File: src/rtl/soc_boot_ctrl.sv
// Boot/run controller: streams a host image into SoC memory, holds the CPU in reset,
// pulses start, then times the run until finish rises or the cycle limit expires.
module soc_boot_ctrl #(
  parameter int AW         = 9,
  parameter int BASE_ADDR  = 0,
  parameter int RST_CYCLES = 3,
  parameter int MAX_CYCLES = 10000,
  parameter int CNT_W      = 16
) (
  input  logic             clk,
  input  logic             rst_b,
  input  logic             go,
  input  logic             ld_valid,
  input  logic [15:0]      ld_data,
  input  logic             ld_last,
  output logic             ld_ready,
  output logic [AW-1:0]    mem_addr,
  output logic [15:0]      mem_din,
  output logic             mem_wr,
  output logic             cpu_rst_b,
  output logic             cpu_start,
  input  logic             cpu_finish,
  output logic             busy,
  output logic             done,
  output logic             timeout,
  output logic             error,
  output logic [CNT_W-1:0] cycles,
  output logic [3:0]       dbg_state
);

  localparam int                RW       = $clog2(RST_CYCLES + 1);
  localparam logic [AW-1:0]     BASE     = AW'(BASE_ADDR);
  localparam logic [CNT_W-1:0]  LIMIT    = CNT_W'(MAX_CYCLES);
  localparam logic [RW-1:0]     RST_LAST = RW'(RST_CYCLES);

  typedef enum logic [3:0] {
    S_IDLE, S_LOAD, S_CPURST, S_START, S_WAITLO, S_RUN, S_DONE, S_TIMEOUT, S_ERROR
  } state_t;

  // Handshake: a word moves on any rising edge where ld_valid and ld_ready are both 1;
  // the host holds ld_data/ld_last stable while ld_valid is high and ld_ready is low.
  state_t          state;
  state_t          next_state;
  logic [AW-1:0]   idx;
  logic [RW-1:0]   rcnt;
  logic            xfer;
  logic            at_limit;

  assign xfer      = ld_valid & ld_ready;
  assign at_limit  = (cycles >= LIMIT);
  assign dbg_state = state;

  always_ff @(posedge clk or negedge rst_b) begin
    if (!rst_b) state <= S_IDLE;
    else        state <= next_state;
  end

  always_comb begin
    next_state = state;
    case (state)
      S_IDLE, S_DONE, S_TIMEOUT, S_ERROR: if (go) next_state = S_LOAD;
      S_LOAD: begin
        if (xfer) begin
          if (ld_last)                  next_state = S_CPURST;
          else if (idx == {AW{1'b1}})   next_state = S_ERROR;
        end
      end
      S_CPURST: if (rcnt == RST_LAST) next_state = S_START;
      S_START:  next_state = S_WAITLO;
      // finish still high here is the CPU not yet running; only a 0 arms RUN
      S_WAITLO: begin
        if (at_limit)         next_state = S_TIMEOUT;
        else if (!cpu_finish) next_state = S_RUN;
      end
      S_RUN: begin
        if (cpu_finish)       next_state = S_DONE;
        else if (at_limit)    next_state = S_TIMEOUT;
      end
      default: next_state = S_IDLE;
    endcase
  end

  always_comb begin
    ld_ready  = 1'b0;
    cpu_start = 1'b0;
    cpu_rst_b = 1'b0;
    busy      = 1'b1;
    done      = 1'b0;
    timeout   = 1'b0;
    error     = 1'b0;
    case (state)
      S_IDLE:           busy = 1'b0;
      S_LOAD:           ld_ready = 1'b1;
      S_START: begin
        cpu_start = 1'b1;
        cpu_rst_b = 1'b1;
      end
      S_WAITLO, S_RUN:  cpu_rst_b = 1'b1;
      // CPU left out of reset so its state can be inspected after the run
      S_DONE: begin
        busy      = 1'b0;
        done      = 1'b1;
        cpu_rst_b = 1'b1;
      end
      S_TIMEOUT: begin
        busy    = 1'b0;
        timeout = 1'b1;
      end
      S_ERROR: begin
        busy  = 1'b0;
        error = 1'b1;
      end
      default: ;
    endcase
  end

  always_ff @(posedge clk or negedge rst_b) begin
    if (!rst_b) begin
      mem_addr <= BASE;
      mem_din  <= '0;
      mem_wr   <= 1'b0;
      idx      <= '0;
      rcnt     <= '0;
      cycles   <= '0;
    end else begin
      mem_wr <= 1'b0;
      if (!busy && go) begin
        idx      <= '0;
        mem_addr <= BASE;
        cycles   <= '0;
      end
      if (xfer) begin
        mem_addr <= BASE + idx;
        mem_din  <= ld_data;
        mem_wr   <= 1'b1;
        idx      <= idx + 1'b1;
      end
      rcnt <= (state == S_CPURST) ? rcnt + 1'b1 : '0;
      // counts every edge from the start cycle up to and including the DONE edge;
      // the edge into TIMEOUT leaves it at the limit
      if (state == S_START ||
          ((state == S_WAITLO || state == S_RUN) && next_state != S_TIMEOUT)) begin
        if (cycles != {CNT_W{1'b1}}) cycles <= cycles + 1'b1;
      end
    end
  end

endmodule

File: config.mk
export PLATFORM = sky130hd
export DESIGN_NAME = soc_boot_ctrl
export DESIGN_NICKNAME = d
export VERILOG_FILES = /design/src/rtl/soc_boot_ctrl.sv
export SDC_FILE = /design/constraint.sdc
export NUM_CORES = 1
export LEC_CHECK = 0
export BUFFER_PORTS_ARGS = -buffer_cell sky130_fd_sc_hd__buf_4
export CAP_MARGIN = 20
export CORE_ASPECT_RATIO = 0.8
export CORE_MARGIN = 3
export CORE_UTILIZATION = 57
export DETAILED_ROUTE_END_ITERATION = 10
export PLACE_DENSITY = 0.83
export SLEW_MARGIN = 15
export SYNTH_ARGS = -nofsm -noshare
export SYNTH_HDL_FRONTEND = slang
export SYNTH_SLANG_ARGS = --single-unit
export TNS_END_PERCENT = 30
File: constraint.sdc
create_clock -name clk -period 5.3 [get_ports clk]
set_input_delay 0.265 -clock clk [delete_from_list [all_inputs] [get_ports clk]]
set_output_delay 0.265 -clock clk [all_outputs]
set_load 0.005 [all_outputs]
Word level (Yosys, flattened, before mapping)
Cells that the tools add are included.
{"block": "totals", "memories": 0, "rom_bits": 0, "out_inout_bits": 53, "inputBits": 22, "latchBits": 0, "reg_bits": 57, "mem_bits_rw": 0}
{"block": "classes", "div": 0, "bitwise_logic": 1, "mul": 0, "mux": 25, "eq_ne": 12, "magnitude_cmp": 1, "shift": 0, "n_addsub": 3, "reduce_logical": 8}
{"cell": "2-to-1 mux 16 bit", "count": 3}
{"cell": "2-to-1 mux 4 bit", "count": 9}
{"cell": "2-to-1 mux 9 bit", "count": 3}
{"cell": "case mux 4 bit (6 select lines)", "count": 1}
{"cell": "adder 16 x 1 -> 16 bit, second input constant", "count": 1}
{"cell": "== test 4 x 3 -> 1 bit, second input constant", "count": 4}
{"cell": ">= comparator 16 x 14 -> 1 bit, second input constant", "count": 1}
{"cell": "!= test 16 bit, second input constant", "count": 1}
{"cell": "adder 9 x 1 -> 9 bit, second input constant", "count": 1}
{"cell": "== test 9 bit, second input constant", "count": 1}
{"cell": "== test 4 x 2 -> 1 bit, second input constant", "count": 2}
{"cell": "2-to-1 mux 1 bit", "count": 8}
{"cell": "OR reduction 4 bit", "count": 2}
{"cell": "== test 4 x 1 -> 1 bit, second input constant", "count": 1}
{"cell": "== test 4 bit, second input constant", "count": 1}
{"cell": "logical NOT 4 bit", "count": 1}
{"cell": "!= test 4 x 3 -> 1 bit, second input constant", "count": 1}
{"cell": "adder 2 x 1 -> 2 bit, second input constant", "count": 1}
{"cell": "== test 2 bit, second input constant", "count": 1}
{"cell": "logical AND 1 bit", "count": 2}
{"cell": "logical OR 1 bit", "count": 2}
{"cell": "2-to-1 mux 2 bit", "count": 1}
{"cell": "nonzero test 2 bit", "count": 1}
{"cell": "AND 1 bit", "count": 1}

Depth between registers and ports, before layout
Gate-level depths: netlist (run 1).
{"block": "depth", "depth_word": 9, "ltp_mapped": 11}

Worst setup path before layout (run 1)
Ideal clock, no wire load.
{"block": "synth_timing", "kind": "register -> register", "startpoint": "register idx[0]", "endpoint": "register cycles[6]", "t_arrival_ns": 2.357, "stages_incl_launch_ff": 12, "setup_ns": 0.126, "slack_ns": 2.817, "t_required_ns": 5.174, "path_buffers": 1, "path_cell_list": "dfrtp_1 -> ha_1 -> and3_1 -> nand2_1 -> nor2_1 -> ha_1 -> o21ai_0 -> a211oi_2 -> a221oi_4 -> buf_6 -> nor3_1 -> a221o_1"}
{"block": "synth_via", "elab_chain_cells": 9}
{"element": "start, declared", "line_no": "44", "text": "logic [AW-1:0] idx;"}
{"element": "start signal, assigned", "line_no": "136", "text": "idx <= idx + 1'b1;"}
{"element": "== test 9 bit", "line_no": "65", "text": "else if (idx == {AW{1'b1}}) next_state = S_ERROR;"}
{"element": "2-to-1 mux 4 bit", "line_no": "65"}
{"element": "2-to-1 mux 4 bit", "line_no": "64", "text": "if (ld_last) next_state = S_CPURST;"}
{"element": "2-to-1 mux 4 bit", "line_no": "63", "text": "if (xfer) begin"}
{"element": "case mux 4 bit (6 select lines)", "line_no": "60", "text": "case (state)"}
{"element": "!= test 4 x 3 -> 1 bit", "line_no": "142", "text": "((state == S_WAITLO || state == S_RUN) && next_state != S_TIMEOUT)) begin"}
{"element": "logical AND 1 bit", "line_no": "142"}
{"element": "logical OR 1 bit", "line_no": "141", "text": "if (state == S_START ||"}
{"element": "2-to-1 mux 16 bit", "line_no": "141"}
{"element": "end signal, assigned", "line_no": "143", "text": "if (cycles != {CNT_W{1'b1}}) cycles <= cycles + 1'b1;"}
{"element": "end, declared", "line_no": "27", "text": "output logic [CNT_W-1:0] cycles,"}
No other way between the ends.
A chain may end at the register's enable or synchronous reset.

Final worst setup path (run 1)
{"block": "layout_timing", "startpoint": "register state[2] (netlist: dbg_state[2])", "endpoint": "register idx[7]"}
{"block": "layout_via", "elab_chain_cells": 4}
{"element": "start, declared", "line_no": "42", "text": "state_t state;"}
{"element": "start signal, assigned", "line_no": "55", "text": "else state <= next_state;"}
{"element": "== test 4 x 1 -> 1 bit, or another cell as far along", "line_no": "91", "text": "case (state)"}
{"element": "2-to-1 mux 1 bit or OR reduction 4 bit (tied branches)"}
{"element": "AND 1 bit or logical AND 1 bit (tied branches)", "line_no": "49, 127"}
{"element": "2-to-1 mux 9 bit or nonzero test 2 bit (tied branches)"}
Parallel ways exist; a longest one is shown, timed or not.

==> impl.org, run 1 <==
** Synth
- Distinct cell type count of the synthesized netlist :: 63
- Most area-hungry cell type in the Yosys netlist :: dfrtp_1
- Yosys attributes the largest share of cell area to dfrtp_1, nand2_1, nand3_1.
- Sequential elements use 47.19% of the synthesized area.
- Fraction of registers with async set or reset after synthesis :: between 90% and 100%
- Area of the mapped netlist :: 3023 µm²
- Sorting the synthesized cells by how often they occur yields nand2_1, dfrtp_1, nand3_1, nor2_1, nor3_1.
- For this run, the leading register cell type out of synthesis is dfrtp_1.
- Yosys printed 0 warnings.
- Post-Synthesis Cells :: 335
- Number of enable-type register cells in the synthesized netlist :: 0
- Synthesized net count :: approximately 360
- Among all cell types in the netlist, the one instantiated most often is nand2_1.
- Portion of synthesized cell area occupied by the leading cell type :: between 40% and 50%
- In this run the mean area of a mapped cell was between 9 and 10 µm².
- Post-synthesis sequential element count :: 57

** Finish
- Inserted Diodes :: 0
- Layout cells sized above 1 :: roughly 27%
- Post-layout util :: 74.51%
- Fillcell total :: 367
- Area Overhead vs Synth :: 24.83%
- Number of nets in the final layout :: around 430
- With fillers left out, the area of the finished cells amounts to ~3800 µm².

** Route
- After detailed routing, the total wire length is 7214 µm.
- Number of violations reported at the end of detailed-routing iteration 0 :: 201
- In the routed design, unresolved DRC markers number 0.
- Via total after detailed routing :: between 2k and 3k
- After detailed routing, the average wire length per cell comes to 15.28 µm.
- Using the TritonRoute via totals, the vias-per-cell ratio works out to about 5.9.
- Pre-Repair DR Iteration Count :: 4
- Number of nets with antenna violations after detailed routing :: 0

** Global route
- Overflow left after global routing :: 0
- Largest net degree at the start of global routing :: 58
- Antenna violations before repair :: 0
- Vias in the first global route :: ~2.6k
- All-Layer GR Usage :: about a quarter
- Global-route wire length before repair :: approximately 12000 µm

** Timing
- Setup violations remaining at the end of the flow were counted as 0.
- Clock tree skew after final layout :: 0.007113 ns
- Setup repair after global routing missed its margin :: false
- Final Hold Fails :: 10
- Fin. max-slew vios :: 0
- The worst path needs 3.064 ns of the cycle, external delays included.
- Max Clock Freq :: between 300 and 400 MHz
- Fraction of the cycle the final worst path needs :: between 50% and 60%
- Least-Margin Pin Slew :: a little over 1 ns
- On the final layout, the worst hold slack is -0.009202 ns.
- Total negative slack :: 0 ns
- Headroom to the max-slew limit came out at 31.89%.

** Die
- The initial utilization of the core area, before any placement, comes to 59.68%.
- Floorplan core area :: ~5100 µm²
- The die is between 70 and 80 µm tall.
- The die is 87.42 µm wide.
- In this run the count of I/O pins placed on the die edge is 75.
- Die ar. :: between 6000 and 7000 µm²
- The initialized floorplan defines 23 standard-cell rows.

** Status
- Violated checks :: hold timing
- Status :: finished with violations

** Placement
- After detailed placement, the total cell area comes to 3578 µm².
- The HPWL after detailed placement is 4933 µm.
- Count of port buffers added during placement :: 74
- The congestion estimate from routability-driven global placement came to 0.8251.

** Critical path
- Data on the critical path arrives at its endpoint at about 3.3 ns.
- Startpoint types :: register
- The worst setup path is captured at a register.
- At the worst endpoint, the required time is between 5 and 6 ns.
- Crit path max fanout :: 35
- Worst R2R Path Depth :: 6
- By startpoint and endpoint, the worst setup path is classified as register to register.

** Clocking
- TritonCTS built the clock tree.
- The number of clock buffers added by TritonCTS is 9.
- After clock tree synthesis, the flow added hold-fix buffers numbering 0.
- Clock slew at the register clock pins of the worst setup and hold paths :: 0.06 ns
- Clock latency on the worst-skew pair, taken at its later pin, is between 0.3 and 0.4 ns.
- Maximum number of buffers from clock root to sink :: 2
- Clock tree synthesis found a total of 57 sinks.
- Post-CTS timing repair inserted 0 buffers for setup.
- Once the clock tree was built, the resizer swapped 0 gates to a different size.
- H-tree depth :: 3
- The root buffer cell chosen for the clock tree is clkbuf_8.

** Min path
- The worst hold path belongs to the class input port to asynchronous set/reset pin.

** Power
- Total leakage power :: around 1.9 nW
- Power after layout :: approximately 0.0018 W
- Peak VDD IR :: roughly 0.00036 V
- Power density over the cells :: ~470 nW/µm²

** Flow run
- The tool flagged a number of max-cap violations equal to 0.
-- layout by cell type (no fill, tap or decap), drive strengths merged, types with 6 or more instances in the layout --
cell type    n
nand2      102
buf         75
dfrtp       57
nand3       31
nor2        16
clkbuf      12
o21ai       12
nor3        11
a221o        8
inv          7
nand4        6
nand2b       6
-- cells by family after synthesis --
family / share of synthesized area (%)
AND/OR/NAND/NOR: 32.37
flip-flops: 47.19
AO/OA/AOI/OAI: 14.03
buffers and inverters: 3.684
adder cells (fa/ha/maj): 2.070
XOR/XNOR: 0.2898
multiplexers: 0.3725
-- path summary, 6_finish.rpt --
path	start	endpoint	slack (ns)
worst max-delay path	dbg_state[2]$_DFF_PN0_	idx[7]$_DFFE_PN0P_	2.24
worst min-delay path	rst_b	cycles[7]$_DFF_PN0_	-0.009
worst max register to register	dbg_state[2]$_DFF_PN0_	idx[7]$_DFFE_PN0P_	2.24
worst min register to register	rcnt[0]$_DFF_PN0_	rcnt[0]$_DFF_PN0_	0.45
max in group asynchronous	rst_b	mem_din[4]$_DFFE_PN0P_	4.84
min in group clk	ld_data[13]	mem_din[13]$_DFFE_PN0P_	0.12
-- routing by layer --
layer | routed length (µm) | global-route usage [%]
met2 | 3322 | 38.55
met5 | 0 | 0
met1 | 3282 | 34.75
met3 | 549 | 6.752
met4 | 59 | 6.133
-- report_power, final --
group | total [W] | switching, W | internal, W
Sequential | 0.000676 | 0.000133 | 0.000542
Clock | 0.000401 | 0.000162 | 0.000239
Combinational | 0.000710 | 0.000395 | 0.000315
Total | 0.00179 | 0.000691 | 0.00110
-- per-stage QoR --
stage                     worst slack, ns  std cells
after floorplan                     2.817        335
after global routing                1.877        472
after detailed placement            2.243        457
after global placement              2.368        457
final                               2.236        472
after CTS                           2.227        472
-- state kept, by name, indices dropped and copies added, names as in the netlist --
| name | cells |
|---|---|
| idx | 9 |
| mem_din | 16 |
| cycles | 16 |
| dbg_state | 4 |
| rcnt | 2 |
| mem_addr | 9 |
| mem_wr | 1 |
-- final cells by class --
class	instances	area (µm²)	share of cell area (%)
Tap cell	62	77.57	2.056
Clock buffer	12	155.1	4.111
Timing Repair Buffer	75	563.0	14.92
Multi-Input combinational cell	256	1485	39.36
Clock inverter	3	40.04	1.061
Inverter	7	26.28	0.6963
Sequential cell	57	1426	37.80
-- worst max-delay path: stages, from the launching register on --
cell and delay, ns:
dfrtp_1 0.58, nor4b_4 0.40, nand2_1 0.65, inv_2 0.73, nand4_1 0.26, o211ai_1 0.22, o31ai_1 0.09
Power figures use the tool's default switching activity.
==> run 2, diff against run 1 <==
CORE_UTILIZATION = 53   (was 57)
PLACE_DENSITY = 0.77   (was 0.83)
clock period = 3.05 ns   (was 5.3 ns; I/O delays follow)
==> impl.org, run 2 (synthesis gave the netlist of run 1 again) <==
** Route
- The routed metal-1 wire length was 3393 µm (+3.4%).
- The routed wire length on met2 was 3400 µm (+2.3%).
- The via count is 2774 (-0.54%).
- The number of iterations in the first detailed-routing pass came to 4 (unchanged).
- Routed wire length per instance :: 14.67 µm (-4.0%)
- DRC :: 0 (unchanged)
- Number of nets with antenna violations after detailed routing :: 0 (unchanged)
- Top Metal Used :: met4
- Number of violations reported at the end of detailed-routing iteration 0 :: 154 (-23%)
- The wire length on met3 is 476 µm (-13%).
- The routed wire length was 7321 µm (+1.5%).
- The via density per instance was 5.559 (-5.9%).

** Critical path
- The required arrival time at the worst endpoint came to 3.26 ns (-2.25 ns).
- Critical-path cell with the highest stage delay :: dfrtp_1
- The critical path is of the register to register type.
- On the critical path the largest part of the delay comes from compound AO/OA/AOI/OAI gates.
- The critical path buffer and inverter count came to 1 (unchanged).
- Slack of the worst reg-to-reg path :: 0.31 ns (-1.93 ns)
- The arrival time at the worst endpoint came to 2.96 ns (-0.31 ns).
- Most common cell type on the critical path :: ha_1
- STA classifies the critical path endpoint as a register.
- The highest cell delay on the worst timing path is 0.42 ns (-0.31 ns).
- List of cells traversed by the critical path :: ha_1 > and3_1 > nand2_1 > nor2_1 > ha_1 > o21ai_0 > a211oi_2 > a221oi_4 > buf_12 > or3_1 > o311a_1
- Crit path max fanout :: 15 (-57%)
- Startpoint types :: register

** Power
- The leakage power was 1.957 nW (+4.4%).
- Share of total power in combinational logic :: 42.1% (+2.4 points)
- Switching part of the total power :: 37.21% (-1.5 points)
- The power density over the cells came to 816.8 nW/µm² (+73%).
- Share of power burned in the clock network :: 23.0% (+0.6 points)
- The sequential share of power was 34.8% (-3.0 points).
- The internal power came to 0.002018 W (+84%).
- Net Switching :: 0.001196 W (+73%)
- The worst-case vdd ir drop was 0.0004385 V (+22%).

** Global route
- Antenna violations before repair :: 0 (unchanged)
- The remaining global-route overflow is 0 (unchanged).
- Largest net degree at the start of global routing :: 58 (unchanged)
- The first-pass GRT wire length is 12530 µm (+2.4%).
- The via count of the first global-routing pass is 2575 (-1.7%).
- The aggregate global-route resource usage was 23.51% (-1.3 points).

** Timing
- The number of hold violations in the final report is 0 (-10).
- Max Clock Freq :: 364.4 MHz (+12%)
- Total negative slack :: 0 ns (unchanged)
- Fraction of the cycle the final worst path needs :: 89.97% (+32 points)
- Clock tree skew after final layout :: 0.009135 ns (+0.002022 ns)
- The shortest clock period the worst path allows after layout came to 2.744 ns (-0.3195 ns).
- The number of setup violations in the final report came to 0 (unchanged).
- Smallest hold slack :: 0.01325 ns (+0.02245 ns)
- The tightest slew margin relative to the limit was 52.06% (+20 points).
- The transition at the pin with the smallest max-transition slack is 0.7191 ns (-0.3002 ns).
- Setup repair after global routing left no endpoint under its margin.
- Fin. max-slew vios :: 0 (unchanged)

** Clocking
- Clk Latency, worst-skew pair :: 0.33 ns (about the same)
- The number of H-tree branching levels was 3 (unchanged).
- Clock slew at the register clock pins of the worst setup and hold paths :: 0.06 ns (about the same)
- The cell sitting at the root of the clock tree is a clkbuf_8.
- The clock sink count came to 57 (unchanged).
- TritonCTS built the clock tree.
- The number of gates given a new drive strength after cts was 0 (unchanged).
- Maximum number of buffers from clock root to sink :: 2 (unchanged)
- Number of CTS-inserted buffers :: 9 (unchanged)

** Placement
- Routability congestion estimate from global placement :: 0.8777 (+6.4%)
- The number of buffers inserted by port buffering was 74 (unchanged).
- Sum of net half-perimeters after detailed placement :: 5094 µm (+3.3%)

** Status
- The flow ran to the end, and the final reports show no timing, DRC or antenna violations.

** Finish
- Fillcell total :: 398 (+8.4%)
- Leading registers by flop count :: cycles x16, mem_din x16
- The share of cells above drive strength 1 is 28.77% (+1.9 points).
- The total area of multi-input combinational cells was 1485 µm² (unchanged).
- Inserted Diodes :: 0 (unchanged)
- Compared with the post-synthesis result, the final layout area differs by 30.13%.
- The area taken by flip-flops and latches is 1426 µm² (unchanged).
- In the layout the commonest cells are nand2_1, buf_4, dfrtp_1.
- The library cell used most frequently in the layout, excluding fill and tap cells, is nand2_1.
- The number of nets in the layout is 447 (+3.2%).

** Die
- The count of pins on the block boundary came to 75 (unchanged).
- The die span in x is 90.44 µm (+3.4%).
- The overall die area came to 6651 µm² (+7.0%).
- Site Rows :: 23 (unchanged)
- The die height was 73.55 µm (+3.4%).
- The floorplan core area is 5266 µm² (+4.0%).
- The initial standard-cell utilization of the core is 57.40% (-2.3 points).

** Min path
- Path type of the worst min-delay path :: input port to register

** Flow run
- The max capacitance violation total came to 0 (unchanged).
[run 2: cell count changes in the layout (fill, tap and decap cells not counted)]
cell / delta
clkbuf_8: +2
dlygate4sd3_1: +3
clkinv_2: -1
buf_12: +1
clkbuf_1: -1
buf_4: +10
[run 2: path summary, 6_finish.rpt]
| path | startpoint | endpoint | cells past startpoint |
|---|---|---|---|
| max | idx[0]$_DFFE_PN0P_ | cycles[4]$_DFF_PN0_ | 11 |
| min | ld_data[2] | mem_din[2]$_DFFE_PN0P_ | 3 |
| max reg2reg | idx[0]$_DFFE_PN0P_ | cycles[4]$_DFF_PN0_ | 11 |
| min reg2reg | rcnt[0]$_DFF_PN0_ | rcnt[0]$_DFF_PN0_ | 1 |
| max in group asynchronous | rst_b | idx[8]$_DFFE_PN0P_ | 2 |
| min in group asynchronous | rst_b | mem_addr[3]$_DFFE_PN0P_ | 2 |
[run 2: timing repair]
item	in CTS	in global routing
setup buffers	0	2
hold buffers	3	0
endpoints found under the hold margin	59	0
setup endpoints to repair	0	10
[run 2: power groups by stage]
stage | registers (W) | logic [W] | clock network, W
finish | 0.00112 | 0.00135 | 0.000741
global route | 0.00115 | 0.00149 | 0.000791
CTS | 0.00112 | 0.00133 | 0.000757
detailed placement | 0.00113 | 0.00132 | 0
global placement | 0.00112 | 0.00130 | 0
floorplan | 0.00112 | 0.000782 | 0
[run 2: cell type report]
cell class                      instances  area share, %
Clock inverter                          2         0.8906
Sequential cell                        57          36.26
Multi-Input combinational cell        256          37.75
Clock buffer                           13          4.548
Inverter                                7         0.6679
Timing Repair Buffer                   89          17.49
Tap cell                               75          2.385
[run 2: per-stage QoR]
stage / total power (W) / instance area (µm²) / instances / worst slack [ns] / util, %
detailed placement: 0.002452 / 3662 / 479 / 0.07638 / 69.54
CTS: 0.003208 / 3906 / 497 / 0.07278 / 74.17
finish: 0.003213 / 3934 / 499 / 0.3059 / 74.70
global route: 0.003435 / 3934 / 499 / 0.1276 / 74.70
floorplan: 0.001897 / 3023 / 335 / 0.5672 / -
global placement: 0.002419 / 3662 / 479 / 0.1831 / 69.54
[run 2: layer usage]
metal | up-vias | track usage (%)
met2 | 95 | 36.92
met4 | 0 | 8.489
met1 | 1308 | 32.91
li1 | 1365 | -
met3 | 6 | 4.708
met5 | - | 0
[run 2: tightest hold or removal path, cell delays in order]
cell	delay [ns]
buf_4	0.08
nand2_1	0.04
nand2_1	0.04
==> run 3, diff against run 2 <==
RECOVER_POWER = 25   (was default)
==> impl.org, run 3 (synthesis gave the netlist of run 1 again) <==
** Status
- The run finished with clean final reports.

** Finish
- Leading registers by flop count :: cycles x16, mem_din x16
- Most used cells in the layout excluding fill and tap cells :: nand2_1, buf_4, dfrtp_1
- Post-layout util :: 74.58% (-0.12 points)
- Area Overhead vs Synth :: 29.93%
- The number of nets in the layout is 447 (unchanged).
- Fillcell total :: 400 (+0.50%)
- Leaving out fill and tap cells, the most frequent cell in the layout is nand2_1.
- Layout cells sized above 1 :: 28.54% (-0.24 points)
- Inserted Diodes :: 0 (unchanged)

** Die
- Site Rows :: 23 (unchanged)
- The overall die area was 6651 µm² (unchanged).
- The initial standard-cell utilization of the core is 57.40% (unchanged).
- The floorplan core area was 5266 µm² (unchanged).
- The die height was 73.55 µm (unchanged).
- Ports :: 75 (unchanged)
- Die width :: 90.44 µm (unchanged)

** Timing
- Setup repair after global routing missed its margin :: false
- Post-route minimum period :: 2.746 ns (+0.001796 ns)
- The number of setup violations in the final report came to 0 (unchanged).
- The share of the cycle needed by the critical path after routing is 90.03% (about the same).
- The worst setup margin came to 0.3042 ns (-0.001796 ns).
- Total negative slack :: 0 ns (unchanged)
- The number of hold violations in the final report is 0 (unchanged).
- The transition at the pin with the smallest max-transition slack came to 1.412 ns (+0.6924 ns).
- Fin. max-slew vios :: 0 (unchanged)
- Smallest hold slack :: 0.01090 ns (-0.002345 ns)
- Clock tree skew after final layout :: 0.009862 ns (+0.0007268 ns)
- The maximum clock frequency is 364.2 MHz (about the same).
- The tightest slew margin relative to the limit was 5.900% (-46 points).

** Critical path
- Tracing the worst setup path back leads to its startpoint at idx[0]$_DFFE_PN0P_.
- Crit path max fanout :: 15 (unchanged)
- Most common cell type on the critical path :: ha_1
- Crit Reg-Reg Startpoint :: idx[0]$_DFFE_PN0P_
- Type of element capturing the critical path :: register
- The most critical setup path has its endpoint at cycles[4]$_DFF_PN0_.
- Number of stages on the worst setup path :: 11 (unchanged)
- Required time worst endpoint :: 3.26 ns (about the same)
- The slowest stage of the critical path belongs to the cell dfrtp_1.
- Signal arrival time at the worst endpoint :: 2.96 ns (about the same)
- Walking the worst path, the cells encountered are ha_1 > and3_1 > nand2_1 > nor2_1 > ha_1 > o21ai_0 > a211oi_2 > a221oi_4 > buf_12 > or3_1 > o311a_1.
- Slack of the worst reg-to-reg path :: 0.30 ns (about the same)
- Buffer and inverter count on the worst path :: 1 (unchanged)
- The worst setup path is of the register to register kind.
- RR Endpoint :: cycles[4]$_DFF_PN0_
- Kind of cell with the highest combined delay on the critical path :: compound AO/OA/AOI/OAI gates
- The highest cell delay on the worst timing path was 0.42 ns (about the same).
- The worst-case reg-to-reg path depth was 11 (unchanged).
- The worst setup path is launched from a register.

** Placement
- Routability congestion estimate from global placement :: 0.8777 (unchanged)
- Pre-CTS setup slack :: 0.07638 ns (unchanged)
- The number of buffers inserted by port buffering was 74 (unchanged).
- Sum of net half-perimeters after detailed placement :: 5094 µm (unchanged)

** Clocking
- Number of CTS-inserted buffers :: 9 (unchanged)
- Maximum number of buffers from clock root to sink :: 2 (unchanged)
- Quantity of gates resized following cts :: 0 (unchanged)
- Number of clock sinks :: 57 (unchanged)
- The clock latency at the later pin of the worst-skew pair was 0.33 ns (about the same).
- H-tree depth :: 3 (unchanged)
- Clock slew at the register clock pins of the worst setup and hold paths :: 0.06 ns (about the same)
- The root buffer cell chosen for the clock tree is clkbuf_8.
- CTS tree :: built

** Power
- The internal power is 0.002008 W (-0.48%).
- The power density over the cells came to 815.6 nW/µm² (-0.15%).
- The leakage power was 1.942 nW (-0.77%).
- The total power after layout is 0.003203 W (-0.31%).
- The clock network power share is 23.2% (+0.2 points).
- Switching part of the total power :: 37.32% (+0.11 points)
- The net load switching power came to 0.001195 W (about the same).
- The logic gate share of total power was 41.9% (-0.2 points).
- Power share of the sequential group :: 34.9% (about the same)
- Peak VDD IR :: 0.0004355 V (-0.69%)

** Min path
- Path type of the worst min-delay path :: input port to register

** Route
- The number of iterations in the first detailed-routing pass came to 4 (unchanged).
- The initial DRC count was 157 (+1.9%).
- Routed wire length per instance :: 14.72 µm (+0.30%)
- Average via count per standard cell :: 5.551 (-0.14%)
- Via total after detailed routing :: 2770 (-0.14%)
- Final WL :: 7343 µm (+0.30%)
- The detailed-route DRC error count is 0 (unchanged).
- Number of nets with antenna violations after detailed routing :: 0 (unchanged)

** Global route
- The via count of the first global-routing pass is 2575 (unchanged).
- The aggregate global-route resource usage is 23.51% (unchanged).
- Global-route wire length before repair :: 12530 µm (unchanged)
- Antenna violations before repair :: 0 (unchanged)
- Largest net degree at the start of global routing :: 58 (unchanged)
- The remaining global-route overflow was 0 (unchanged).

** Flow run
- The max capacitance violation total came to 0 (unchanged).
run 3: cell types whose count changed in the layout (fill, tap and decap cells not counted):
| cell | before | now |
|---|---|---|
| buf_4 | 85 | 59 |
| clkbuf_1 | 0 | 1 |
| clkbuf_2 | 0 | 1 |
| clkbuf_4 | 0 | 24 |
run 3: through the flow:
stage | instances | cell area, µm²
finish | 499 | 3928
global route | 499 | 3928
CTS | 497 | 3906
detailed placement | 479 | 3662
global placement | 479 | 3662
floorplan | 335 | 3023
run 3: what timing repair did:
action                                 in CTS  in global routing
hold buffers                                3                  0
setup endpoints to repair                   0                 10
endpoints found under the hold margin      59                  0
setup buffers                               0                  2
run 3: layout make-up:
cell class / count / area (µm²) / area share (%)
inverter: 7 / 26.28 / 0.6690
tap: 75 / 93.84 / 2.389
clock buffer: 13 / 178.9 / 4.556
timing repair buffer: 89 / 681.9 / 17.36
clock inverter: 2 / 35.03 / 0.8920
sequential: 57 / 1426 / 36.32
multi-input combinational: 256 / 1485 / 37.81
run 3: how the worst min path moves through the flow:
stage / start / to / slack [ns] / depth (start not counted)
3_5_place_dp: rst_b / mem_addr[3]$_DFFE_PN0P_ / 0.26 / 1
6_report: ld_data[2] / mem_din[2]$_DFFE_PN0P_ / 0.01 / 3
2_1_floorplan: rst_b / cycles[0]$_DFF_PN0_ / -0.14 / 0
4_1_cts: ld_data[1] / mem_din[1]$_DFFE_PN0P_ / 0.0005 / 3
3_3_place_gp: rst_b / mem_din[5]$_DFFE_PN0P_ / 0.25 / 1
5_1_grt: ld_data[6] / mem_din[6]$_DFFE_PN0P_ / 0.01 / 3
run 3: tightest hold or removal path: stages:
cell     delay (ns)
buf_4          0.08
nand2_1        0.04
nand2_1        0.04
run 3: power groups by stage:
stage | registers, W | logic (W) | clock network [W]
floorplan | 0.00112 | 0.000782 | 0
global placement | 0.00112 | 0.00130 | 0
detailed placement | 0.00113 | 0.00132 | 0
CTS | 0.00112 | 0.00133 | 0.000757
global route | 0.00115 | 0.00148 | 0.000791
finish | 0.00112 | 0.00134 | 0.000743
run 3: routing by layer:
layer / wire [µm] / vias to the layer above / track usage [%] / part of all wire, %
li1: - / 1360 / - / -
met1: 3453 / 1310 / 32.91 / 47
met2: 3343 / 96 / 36.92 / 46
met3: 513 / 4 / 4.708 / 7.0
met4: 32 / 0 / 8.489 / 0.44
met5: 0 / - / 0 / 0
